### src/rtl/instr_fetch_unit_pkg.sv
// Shared definitions for the instruction fetch path.
// The fetch FSM state encoding lives here so the core control unit can decode
// the fetch unit's state with the same constants.
package instr_fetch_unit_pkg;

    localparam int IFU_ADDR_WIDTH  = 12;
    localparam int IFU_INSTR_WIDTH = 8;
    localparam int IFU_CNT_WIDTH   = 16;

    typedef enum logic [1:0] {
        IDLE    = 2'd0,
        REQ     = 2'd1,
        WAIT    = 2'd2,
        PRESENT = 2'd3
    } fetchState_t;

endpackage

### src/rtl/instr_fetch_unit_fetch_counter.sv
// fetch_counter: free-running count of accepted instructions.
// Ports:
//   clk     in   clock, rising edge
//   rst     in   asynchronous reset, active-low (clears the count)
//   enable  in   count one event this cycle
//   count   out  current count, wraps to 0 after all-ones
module fetch_counter
    import instr_fetch_unit_pkg::*;
#(
    parameter int WIDTH = IFU_CNT_WIDTH
) (
    input  logic             clk,
    input  logic             rst,
    input  logic             enable,
    output logic [WIDTH-1:0] count
);

    logic [WIDTH-1:0] count_reg;

    // Natural binary overflow gives the wrap to zero.
    always_ff @(posedge clk or negedge rst) begin
        if (!rst) begin
            count_reg <= '0;
        end else if (enable) begin
            count_reg <= count_reg + WIDTH'(1);
        end
    end

    assign count = count_reg;

endmodule

### src/rtl/instr_fetch_unit.sv
// instr_fetch_unit: fetch sequencer feeding the decode stage of one core.
// Reads instruction memory at the current PC, hands the returned word to decode
// over a valid/ready handshake and drives the PC register's load/increment
// strobes, including branch redirects.
// Ports:
//   clk, rst                 clock (rising edge), asynchronous active-low reset
//   start, halt              begin fetching (pulse) / stop after current instr (level)
//   pc_value                 current PC register output
//   pc_dataIn/pc_wrEn        PC load value (branch target) and load strobe
//   pc_incEn                 PC increment strobe
//   branch_en/branch_addr    redirect request and its target
//   mem_addr/mem_rdEn        instruction memory read port (data 1 cycle later)
//   mem_rdData               instruction memory read data
//   instr/instr_valid        word presented to decode
//   instr_ready              decode accepts instr this cycle
//   busy                     fetch FSM not idle
//   fetch_count              number of accepted instructions (wrapping)
module instr_fetch_unit
    import instr_fetch_unit_pkg::*;
#(
    parameter int ADDR_WIDTH  = IFU_ADDR_WIDTH,
    parameter int INSTR_WIDTH = IFU_INSTR_WIDTH,
    parameter int CNT_WIDTH   = IFU_CNT_WIDTH
) (
    input  logic                   clk,
    input  logic                   rst,
    input  logic                   start,
    input  logic                   halt,
    input  logic [ADDR_WIDTH-1:0]  pc_value,
    output logic [ADDR_WIDTH-1:0]  pc_dataIn,
    output logic                   pc_wrEn,
    output logic                   pc_incEn,
    input  logic                   branch_en,
    input  logic [ADDR_WIDTH-1:0]  branch_addr,
    output logic [ADDR_WIDTH-1:0]  mem_addr,
    output logic                   mem_rdEn,
    input  logic [INSTR_WIDTH-1:0] mem_rdData,
    output logic [INSTR_WIDTH-1:0] instr,
    output logic                   instr_valid,
    input  logic                   instr_ready,
    output logic                   busy,
    output logic [CNT_WIDTH-1:0]   fetch_count
);

    fetchState_t            state_reg, state_next;
    logic [INSTR_WIDTH-1:0] instr_reg, instr_next;
    logic                   instrValid_reg, instrValid_next;
    logic                   acceptFire;
    logic                   branchHit;

    always_ff @(posedge clk or negedge rst) begin
        if (!rst) begin
            state_reg      <= IDLE;
            instr_reg      <= '0;
            instrValid_reg <= 1'b0;
        end else begin
            state_reg      <= state_next;
            instr_reg      <= instr_next;
            instrValid_reg <= instrValid_next;
        end
    end

    always_comb begin
        state_next      = state_reg;
        instr_next      = instr_reg;
        instrValid_next = instrValid_reg;
        mem_rdEn        = 1'b0;
        pc_wrEn         = 1'b0;
        pc_incEn        = 1'b0;
        pc_dataIn       = '0;
        acceptFire      = 1'b0;
        branchHit       = branch_en && (state_reg != IDLE);

        case (state_reg)
            IDLE: begin
                if (start) begin
                    state_next = REQ;
                end
            end
            REQ: begin
                mem_rdEn   = 1'b1;
                state_next = WAIT;
            end
            WAIT: begin
                // Read data arrives this cycle; the PC steps past the word
                // just fetched so the next REQ addresses the following one.
                instr_next      = mem_rdData;
                instrValid_next = 1'b1;
                pc_incEn        = 1'b1;
                state_next      = PRESENT;
            end
            PRESENT: begin
                if (instr_ready) begin
                    acceptFire      = 1'b1;
                    instrValid_next = 1'b0;
                    state_next      = halt ? IDLE : REQ;
                end
            end
            default: begin
                state_next = IDLE;
            end
        endcase

        // A redirect overrides the normal flow: the read in flight (or the word
        // on display, if decode did not take it) is dropped and the increment
        // is cancelled so the load is the only PC update this cycle. An accept
        // in the same cycle still counts because acceptFire is left untouched.
        if (branchHit) begin
            pc_wrEn         = 1'b1;
            pc_dataIn       = branch_addr;
            pc_incEn        = 1'b0;
            instr_next      = instr_reg;
            instrValid_next = 1'b0;
            state_next      = halt ? IDLE : REQ;
        end
    end

    assign mem_addr    = pc_value;
    assign instr       = instr_reg;
    assign instr_valid = instrValid_reg;
    assign busy        = (state_reg != IDLE);

    fetch_counter #(
        .WIDTH (CNT_WIDTH)
    ) u_fetchCounter (
        .clk    (clk),
        .rst    (rst),
        .enable (acceptFire),
        .count  (fetch_count)
    );

endmodule

### config.mk
export PLATFORM = sky130hd
export DESIGN_NAME = instr_fetch_unit
export DESIGN_NICKNAME = d
export VERILOG_FILES = /design/src/rtl/instr_fetch_unit_pkg.sv /design/src/rtl/instr_fetch_unit_fetch_counter.sv /design/src/rtl/instr_fetch_unit.sv
export SDC_FILE = /design/constraint.sdc
export NUM_CORES = 1
export LEC_CHECK = 0
export BUFFER_PORTS_ARGS = -buffer_cell sky130_fd_sc_hd__buf_2
export CORE_MARGIN = 4
export CORE_UTILIZATION = 34
export CTS_CLUSTER_DIAMETER = 30
export CTS_CLUSTER_SIZE = 12
export DETAILED_ROUTE_END_ITERATION = 7
export GPL_ROUTABILITY_DRIVEN = 0
export GPL_TIMING_DRIVEN = 0
export PLACE_DENSITY = 0.77
export SYNTH_ARGS = -nofsm -noshare
export SYNTH_HDL_FRONTEND = slang
export SYNTH_SLANG_ARGS = --single-unit
### constraint.sdc
create_clock -name clk -period 2.3 [get_ports clk]
set_clock_uncertainty 0.05 [all_clocks]
set_input_delay 0.115 -clock clk [delete_from_list [all_inputs] [get_ports clk]]
set_output_delay 0.115 -clock clk [all_outputs]
set_load 0.02 [all_outputs]
==> flow_metrics.tcl <==
set metrics [dict create \
    syn_area_um2 1470 \
    pwr_density_cell_nw_per_um2 944 \
    drc_errors 0 \
    grt_start_max_net_pins 28 \
    dp_hpwl_um 2610 \
    min_period_ns 1.99 \
    crit_arrival_ns 1.82 \
    cts_buffer_depth 2 \
    row_count 23 \
    final_nets 263 \
    grt_pass1_wl_um 5050 \
    fp.dieH_um 73.7 \
    clockRootBuffer "clkbuf_8" \
    vias 1188 \
    largest_register_ffs 16 \
    ant_nets 0 \
    reg2reg_depth 6 \
    timing.final.crit_share 0.864 \
    internal_power_uw 1110 \
    pwr-share-clk 0.143 \
    worstSetupPathType "flop to output pin" \
    p_comb_frac 0.482 \
    firstDrtPassIters 3 \
    die_w_um 73.7 \
    port_buffers 78 \
    fmax_ghz 0.503 \
    end_kind "output pin" \
    clk_pin_slew_ns 0.10 \
    utilization 0.494 \
    antenna_found_initial 0 \
    core_area_um2 4090 \
    cp_slowest_cell "dfrtp_1" \
    overflow 0 \
    post_cts_resize_count 0 \
    grtUsageMet1 0.138 \
    slew_headroom 0.601 \
    whs_endpoint "instr[4]$_DFFE_PN0P_" \
    start_kind "flop" \
    syn-num-nets 175 \
    finalHoldViolCount 0 \
    synth.distinct_cells 34 \
    crit_start "state_reg[0]$_DFFE_PN0P_" \
    drtIter0Drc 22 \
    switching_share 0.419 \
    outcome "complete, no violations" \
    drive_gt1_frac 0.477 \
    max-cap-violations 0 \
    ioPinCount 91 \
    ys_seq_elements 27 \
    min_path_type "input pin to flop" \
    power.total_uw 1910 \
    routedWlPerCell_um 12.1 \
    grt_util_all_layers 0.118 \
    power_leakage_uw 0.00112 \
    cts_tree "built" \
    dieArea_um2 5430 \
    synth.avg_cell_area_um2 11.2 \
    final.setup.tns_ns 0 \
    mostFrequentLayoutCells "78 x buf_2, 27 x dfrtp_1, 13 x and2_1, 12 x buf_4, 11 x xnor2_1" \
    finalSetupViolCount 0 \
    yosysSeqAreaShare 0.460 \
    drt_wl_total_um 3230 \
    placed_cells 259 \
    via_per_inst 4.43 \
    rsz0062_at_grt "false" \
    yosys_warnings 0 \
    peakVddDrop_mv 0.345 \
    met2_usage 0.210 \
    crit_required_ns 2.13 \
    path_cells "inv_1 > ha_1 > and2b_4 > clkbuf_1 > and2_1 > buf_2" \
    min_from "mem_rdData[4]" \
    htree_levels 1 \
    initial_core_util 0.359 \
    critPathMaxFanout 10 \
    rr_startpoint "state_reg[0]$_DFFE_PN0P_" \
    stdcell_count 268 \
    tightest_slew_ns 0.599 \
    cts_sinks 27 \
    crit-reg2reg-capture "instr[2]$_DFFE_PN0P_" \
    slowest_delay_ns 0.41 \
    cts_buffers 3 \
    syn_inst 131 \
    diodes 0 \
    use_met3 0.0315 \
    num-fill-cells 402 \
    top_usage_layer "met2" \
    min_path_cells 2 \
    pwr-share-seq 0.375 \
    ff2ff_setup_slack_ns 0.54 \
    grt_pass1_vias 1130 \
    syn2layout_area_growth_pct 37.6 \
    clock_latency_ns 0.27 \
    layout_commonest_cell "buf_2" \
    final_max_slew_viol_count 0 \
    p_switching_uw 798 \
]
-- cell families after synthesis --
family	share of synthesized area
AO/OA/AOI/OAI	0.0290
XOR/XNOR	0.0895
adder cells (fa/ha/maj)	0.0511
buffers and inverters	0.0870
flip-flops	0.460
multiplexers	0.0759
AND/OR/NAND/NOR	0.207
-- per-stage QoR --
stage,area (um^2),setup slack [ns],hold WS (ns)
floorplan,1470,0.679,-0.231
global placement,1920,0.567,0.103
detailed placement,1920,0.533,0.110
CTS,2020,0.281,0.00473
global route,2020,0.0980,0.00973
finish,2020,0.313,0.00356
-- critical path, delay by kind of cell (launching register included) --
| family | cells | cell delay (ns) |
|---|---|---|
| adders and majority gates | 1 | 0.21 |
| buffers and inverters | 3 | 0.51 |
| DFF | 1 | 0.41 |
| and+or+nand+nor | 2 | 0.42 |
-- per-layer routing --
| layer | vias up | wire, um |
|---|---|---|
| met5 | - | 0 |
| li1 | 594 | - |
| met3 | 2 | 219 |
| met2 | 35 | 1720 |
| met1 | 557 | 1270 |
| met4 | 0 | 18 |
-- area by class of cell --
cell class / instances / area [um^2] / share of cell area
clock inverters: 1 / 7.51 / 0.00372
well taps: 50 / 62.6 / 0.0310
repair buffers: 83 / 440 / 0.218
plain buffers: 14 / 105 / 0.0520
clock buffers: 3 / 41.3 / 0.0204
flip-flops and latches: 27 / 676 / 0.335
inverters: 6 / 22.5 / 0.0112
multi-input cells: 84 / 664 / 0.329
-- synth_stat cells --
cell type	n	area, um^2
nand4_2	1	12.5
a21o_1	1	7.51
inv_2	1	3.75
nand3_1	1	5.00
nand4_1	5	31.3
mux2i_1	1	10.0
nor2b_1	1	6.26
buf_6	1	11.3
xnor2_1	11	96.3
nor3_4	2	32.5
and3_1	2	12.5
inv_1	5	18.8
a211oi_1	1	7.51
buf_4	12	90.1
nor3_2	1	10.0
nand2b_1	4	25.0
mux2_1	8	90.1
mux2_2	1	11.3
and2b_4	1	10.0
a221oi_1	1	8.76
clkbuf_1	1	3.75
nand2_1	9	33.8
o21bai_1	1	7.51
nor2_1	3	11.3
nand2_4	1	11.3
nor3_1	1	5.00
o22ai_1	1	6.26
and2_1	13	81.3
xor2_1	4	35.0
nand3_2	1	10.0
dfrtp_1	27	676
nor4_1	1	6.26
a21oi_1	1	5.00
ha_1	6	75.1
-- what timing repair did --
action	CTS	global route
endpoints found under the setup margin	0	0
setup buffers	0	0
hold endpoints to repair	31	0
hold buffers	5	0
-- power by group through the flow --
| stage | registers (uW) | clock network (uW) | logic (uW) |
|---|---|---|---|
| after floorplan | 858 | 0 | 491 |
| after global placement | 716 | 0 | 911 |
| after detailed placement | 726 | 0 | 930 |
| after CTS | 717 | 289 | 938 |
| after global routing | 733 | 304 | 1000 |
| final | 714 | 273 | 919 |
-- how the worst max path moves through the flow --
stage / to / slack, ns / depth (start not counted)
global placement: instr[4]$_DFFE_PN0P_ / 0.57 / 6
floorplan: instr[0]$_DFFE_PN0P_ / 0.68 / 6
detailed placement: instr[2]$_DFFE_PN0P_ / 0.53 / 6
finish: pc_dataIn[3] / 0.31 / 6
CTS: pc_dataIn[3] / 0.28 / 6
global route: pc_dataIn[3] / 0.1 / 6
No activity file was read; power rests on OpenSTA's default activity.
